[config.mk]
export PLATFORM = sky130hd
export DESIGN_NAME = req_demux_in
export DESIGN_NICKNAME = d
export VERILOG_FILES = /design/src/rtl/req_demux_in.sv
export SDC_FILE = /design/constraint.sdc
export NUM_CORES = 1
export LEC_CHECK = 0
export BUFFER_PORTS_ARGS = -buffer_cell sky130_fd_sc_hd__clkbuf_2
export CAP_MARGIN = 20
export CORE_MARGIN = 3
export CORE_UTILIZATION = 59
export CTS_CLUSTER_DIAMETER = 120
export DETAILED_ROUTE_END_ITERATION = 8
export PLACE_DENSITY_LB_ADDON = 0.05
export SYNTH_ARGS = -nofsm -noshare
export SYNTH_HDL_FRONTEND = slang
export SYNTH_SLANG_ARGS = --single-unit
[constraint.sdc]
create_clock -name c_clk -period 7.9 [get_ports c_clk]
set_input_delay 0 -clock c_clk [delete_from_list [all_inputs] [get_ports c_clk]]
set_output_delay 0 -clock c_clk [all_outputs]
set_load 0.05 [all_outputs]
[src/rtl/req_demux_in.sv]
// req_demux_in: input-side request router for one calc1 port.
// A port command arrives with operand 1, and operand 2 follows on the next
// cycle. The decoded request is queued in a small FIFO. The FIFO head is then
// sent to the add/sub unit or the shift unit over valid/ready. An illegal
// command is answered locally with an invalid-command response.
// Optional build macro: REQ_DEMUX_STATS_EN adds saturating dispatch/overrun
// counters (n_add, n_shf, n_inv, n_ovr).
module req_demux_in #(
  parameter int DATA_W     = 32,
  parameter int FIFO_DEPTH = 2
) (
  input  logic              c_clk,
  input  logic              reset_n,
  input  logic [0:3]        req_cmd,
  input  logic [0:DATA_W-1] req_data,
  output logic              port_busy,
  output logic              add_vld,
  input  logic              add_rdy,
  output logic [0:3]        add_cmd,
  output logic              shf_vld,
  input  logic              shf_rdy,
  output logic [0:3]        shf_cmd,
  output logic [0:DATA_W-1] op1,
  output logic [0:DATA_W-1] op2,
  output logic [0:1]        inv_resp,
  output logic [0:DATA_W-1] inv_data
`ifdef REQ_DEMUX_STATS_EN
  ,
  output logic [0:7]        n_add,
  output logic [0:7]        n_shf,
  output logic [0:7]        n_inv,
  output logic [0:7]        n_ovr
`endif
);

  localparam int PTR_W = (FIFO_DEPTH > 1) ? $clog2(FIFO_DEPTH) : 1;
  localparam int CNT_W = PTR_W + 1;

  typedef enum logic {IDLE, OP2} state_e;

  typedef struct packed {
    logic [0:3]        cmd;
    logic [0:DATA_W-1] op1;
    logic [0:DATA_W-1] op2;
  } entry_t;

  state_e            state_q, state_d;
  logic [0:3]        cap_cmd_q, cap_cmd_d;
  logic [0:DATA_W-1] cap_op1_q, cap_op1_d;
  logic [PTR_W-1:0]  wr_ptr_q, wr_ptr_d;
  logic [PTR_W-1:0]  rd_ptr_q, rd_ptr_d;
  logic [CNT_W-1:0]  count_q, count_d;
  entry_t            mem_q [FIFO_DEPTH];

  entry_t head;
  logic   not_empty, is_add, is_shf, inv_hit;
  logic   push, pop, accept, drop;

  // The head entry is decoded to a valid for one unit, or to an invalid response.
  always_comb begin
    // NOTE: every variable gets a default first, so no path leaves it unassigned and infers a latch.
    head      = mem_q[rd_ptr_q];
    not_empty = (count_q != '0);
    is_add    = (head.cmd == 4'd1) || (head.cmd == 4'd2);
    is_shf    = (head.cmd == 4'd5) || (head.cmd == 4'd6);
    add_vld   = not_empty && is_add;
    shf_vld   = not_empty && is_shf;
    inv_hit   = not_empty && !is_add && !is_shf;
    add_cmd   = add_vld ? head.cmd : 4'd0;
    shf_cmd   = shf_vld ? head.cmd : 4'd0;
    op1       = not_empty ? head.op1 : '0;
    op2       = not_empty ? head.op2 : '0;
    inv_resp  = inv_hit ? 2'b10 : 2'b00;
    inv_data  = '0;
    port_busy = (count_q == CNT_W'(FIFO_DEPTH));
    // An invalid head is answered in its single cycle at the head and leaves unconditionally.
    pop       = (add_vld && add_rdy) || (shf_vld && shf_rdy) || inv_hit;
  end

  // Capture FSM: operand 1 arrives with the command, and operand 2 on the next cycle.
  always_comb begin
    state_d   = state_q;
    cap_cmd_d = cap_cmd_q;
    cap_op1_d = cap_op1_q;
    accept    = 1'b0;
    drop      = 1'b0;
    push      = 1'b0;
    case (state_q)
      IDLE: begin
        if (req_cmd != 4'd0) begin
          if (port_busy) begin
            drop = 1'b1;
          end else begin
            accept    = 1'b1;
            cap_cmd_d = req_cmd;
            cap_op1_d = req_data;
            state_d   = OP2;
          end
        end
      end
      OP2: begin
        // A slot is always free here because this FSM is the only producer.
        push    = 1'b1;
        state_d = IDLE;
      end
      default: state_d = IDLE;
    endcase
  end

  // FIFO pointers and occupancy. A push and a pop in the same cycle cancel out.
  always_comb begin
    wr_ptr_d = push ? wr_ptr_q + 1'b1 : wr_ptr_q;
    rd_ptr_d = pop  ? rd_ptr_q + 1'b1 : rd_ptr_q;
    count_d  = count_q;
    case ({push, pop})
      2'b10:   count_d = count_q + 1'b1;
      2'b01:   count_d = count_q - 1'b1;
      default: count_d = count_q;
    endcase
  end

  // Control state: reset discards any in-flight capture and empties the FIFO.
  always_ff @(posedge c_clk or negedge reset_n) begin
    if (!reset_n) begin
      // NOTE: sequential state uses non-blocking assignments, so every flop samples pre-edge values.
      state_q   <= IDLE;
      cap_cmd_q <= '0;
      cap_op1_q <= '0;
      wr_ptr_q  <= '0;
      rd_ptr_q  <= '0;
      count_q   <= '0;
    end else begin
      state_q   <= state_d;
      cap_cmd_q <= cap_cmd_d;
      cap_op1_q <= cap_op1_d;
      wr_ptr_q  <= wr_ptr_d;
      rd_ptr_q  <= rd_ptr_d;
      count_q   <= count_d;
    end
  end

  // Entry payload storage, written only on push.
  // NOTE: the payload array is not reset. Every read of it is gated by count_q, so a reset would add nothing.
  always_ff @(posedge c_clk) begin
    if (push) begin
      mem_q[wr_ptr_q] <= '{cmd: cap_cmd_q, op1: cap_op1_q, op2: req_data};
    end
  end

`ifdef REQ_DEMUX_STATS_EN
  logic [0:7] n_add_q, n_add_d, n_shf_q, n_shf_d, n_inv_q, n_inv_d, n_ovr_q, n_ovr_d;

  function automatic logic [0:7] sat_inc(input logic [0:7] v, input logic en);
    return (en && (v != 8'hFF)) ? v + 8'd1 : v;
  endfunction

  // Event counters saturate at 8'hFF.
  always_comb begin
    n_add_d = sat_inc(n_add_q, add_vld && add_rdy);
    n_shf_d = sat_inc(n_shf_q, shf_vld && shf_rdy);
    n_inv_d = sat_inc(n_inv_q, inv_hit);
    n_ovr_d = sat_inc(n_ovr_q, drop);
  end

  // Counter registers, cleared on reset.
  always_ff @(posedge c_clk or negedge reset_n) begin
    if (!reset_n) begin
      n_add_q <= '0;
      n_shf_q <= '0;
      n_inv_q <= '0;
      n_ovr_q <= '0;
    end else begin
      n_add_q <= n_add_d;
      n_shf_q <= n_shf_d;
      n_inv_q <= n_inv_d;
      n_ovr_q <= n_ovr_d;
    end
  end

  assign n_add = n_add_q;
  assign n_shf = n_shf_q;
  assign n_inv = n_inv_q;
  assign n_ovr = n_ovr_q;
`endif

endmodule
==> results.toml <==
[outcome]
status = "completed"

[die]
start_util_pct = 61.5
fp.dieH_microns = 116
dieWidth_microns = 116
die_area_sq_um = 13500
placeableCoreArea_sq_um = 11700
rows = 39
io_pins = 149

[global_routing]
grt_pass1_wl_microns = 20600
grt_max_degree = 69
grt_usage_pct = 20.3
grt_overflow = 0
antenna_found_initial = 0
grt_pass1_vias = 4131

[sta]
layout_setup_ws_ns = 5.24
period_share_pct = 33.7
setup_viol = 0
fin_crit_ns = 2.66
final-max-slew-violation-count = 0
fin_tns_setup_ns = 0
finClkSkew_ns = 0.00533
fmax_ghz = 0.376
tightest_slew_ns = 0.986
rsz0062_at_grt = "false"
hold_viol_final = 0
slew_headroom_pct = 34.3

[drt]
wl_per_cell_microns = 17.2
drc_errors = 0
viasPerCell = 5.25
routed_wl_microns = 12900
drt_first_pass_iters = 4
dr.first_iter.drc_count = 209
vias = 3940
drt.antenna.violating_nets = 0

[finish]
num-nets-final = 635
final_cells = 750
seq_area_sq_um = 5110
syn_to_final_growth_pct = 21.0
diodes = 0
final_common_cell = "edfxtp_1"
final_cell_mix = "136 x edfxtp_1, 112 x clkbuf_2, 73 x nor2_1"
final_util_pct = 74.4
multiInputGateArea_sq_um = 1820
nFillCells = 732
drive_gt1_share_pct = 31.1

[yosys]
syn_area_per_cell_sq_um = 16.3
synth_seq_area_share_pct = 71.2
synth_warnings = 0
synth_cells = 441
yosys.cell_types.count = 32
netlist_area_sq_um = 7170
synth_seq_cells = 177

[cts]
clkSinkCount = 177
cts.htree.levels = 4
root_buffer = "clkbuf_16"
numCtsBuffers = 17
clkSlewWorstSetupHoldPaths_ns = 0.06
insertion_delay_ns = 0.42
postCtsSetupBuffers = 0
cts_tree = "yes"
cts_buffer_depth = 2

[place]
dpl.cell_count = 681
pre_cts_ws_ns = 5.54
io_buffers = 112
place.gp.congestion = 0.768
dp_hpwl_microns = 7480

[worst_setup_path]
startpoint_type = "register"
crit_buf_inv = 2
arrival_ns = 2.66
slowest_delay_ns = 0.77
path_max_fanout = 43
worstSetupPathType = "register to output pin"
cp_slowest_cell = "dfrtp_4"
required_ns = 7.90
critPathTopFamily = "buffers and inverters"
critPathCaptureType = "output pin"
path_cells = "buf_4 -> mux2i_1 -> nor2_1 -> clkbuf_2"

[job]
drv_cap = 0

[worst_hold_path]
hold_class = "primary input to register"
-- cell type report --
type	instances	area share [%]
Tap cell	143	2.06
Sequential cell	177	58.9
Clock inverter	14	1.67
Timing Repair Buffer	154	11.2
Multi-Input combinational cell	239	20.9
Inverter	5	0.216
Clock buffer	18	5.06
-- metrics by stage --
| stage | instance area (sq um) | hold slack, ns |
|---|---|---|
| 2_1_floorplan | 7300 | -0.296 |
| 3_3_place_gp | 7720 | 0.123 |
| 3_5_place_dp | 7720 | 0.123 |
| 4_1_cts | 8680 | 0.101 |
| 5_1_grt | 8680 | 0.133 |
| 6_report | 8680 | 0.105 |
-- cells in the mapped netlist --
| cell type | n | share of area (%) |
|---|---|---|
| a211oi_1 | 1 | 0.10 |
| a21oi_1 | 1 | 0.070 |
| a221o_1 | 1 | 0.14 |
| a311oi_1 | 1 | 0.12 |
| a31o_2 | 1 | 0.12 |
| a31oi_1 | 2 | 0.17 |
| and2_1 | 1 | 0.087 |
| buf_1 | 4 | 0.21 |
| buf_2 | 8 | 0.56 |
| buf_4 | 37 | 3.9 |
| buf_6 | 3 | 0.47 |
| clkbuf_1 | 3 | 0.16 |
| conb_1 | 1 | 0.052 |
| dfrtp_1 | 41 | 14 |
| edfxtp_1 | 136 | 57 |
| ha_1 | 1 | 0.17 |
| inv_1 | 5 | 0.26 |
| mux2_2 | 7 | 1.1 |
| mux2_4 | 29 | 6.1 |
| mux2i_1 | 66 | 9.2 |
| nand2_1 | 2 | 0.10 |
| nand2b_1 | 1 | 0.087 |
| nor2_1 | 75 | 3.9 |
| nor2b_1 | 1 | 0.087 |
| nor2b_2 | 1 | 0.12 |
| nor3_1 | 1 | 0.070 |
| nor3_4 | 1 | 0.23 |
| nor3b_1 | 2 | 0.21 |
| nor4_2 | 1 | 0.17 |
| o21ai_0 | 1 | 0.070 |
| xnor2_1 | 3 | 0.37 |
| xor2_1 | 3 | 0.37 |
-- worst reg2reg max path, stage by stage, from the launching register on --
cell     delay (ns)
dfrtp_4        0.77
mux2i_1        0.39
mux2i_1        0.32
a21oi_1        0.11
ha_1           0.34
nor2_1         0.16
xor2_1         0.18
-- path summary, 6_finish.rpt --
path | slack (ns) | endpoint | depth (start not counted) | startpoint
worst max-delay path | 5.24 | op1[8] | 4 | rd_ptr_q$_DFFE_PN0N_
max in group asynchronous | 7.23 | rd_ptr_q$_DFFE_PN0N_ | 3 | reset_n
worst max register to register | 5.55 | count_q[1]$_DFFE_PN0P_ | 6 | rd_ptr_q$_DFFE_PN0N_
worst min-delay path | 0.11 | rd_ptr_q$_DFFE_PN0N_ | 3 | shf_rdy
worst min register to register | 0.47 | mem_q[1][60]$_DFFE_PP_ | 0 | cap_op1_q[3]$_DFFE_PN0P_
min in group asynchronous | 0.20 | cap_op1_q[11]$_DFFE_PN0P_ | 3 | reset_n
-- kinds of logic (layout without fill, tap and decap cells) --
family	Yosys count	in the layout	synth area share, %
flip-flops	177	177	71.2
multiplexers	102	102	16.4
AND/OR/NAND/NOR	86	86	5.09
buffers and inverters	60	191	5.53
AO/OA/AOI/OAI	8	8	0.802
XOR/XNOR	6	6	0.733
adder cells (fa/ha/maj)	1	1	0.174
other	1	36	0.0523
-- flip-flops by register name, indices dropped and copies added, names as in the netlist --
name,count
mem_q,136
rd_ptr_q,1
count_q,2
wr_ptr_q,1
state_q,1
cap_cmd_q,4
cap_op1_q,32
-- timing repair --
item                                   CTS  global route
endpoints found under the hold margin  141             0
hold buffers                            37             0
resized for setup                        0             0
-- layer usage --
layer	part of all wire (%)	up-vias	track usage, %
li1	-	1819	-
met1	43	1950	26.0
met2	50	146	33.3
met3	5.1	25	4.51
met4	2.4	0	9.82
met5	0	-	0
Power is left out: the tool's default activity adds up to more than one toggle a clock period on the data nets, which glitch-free logic cannot reach.
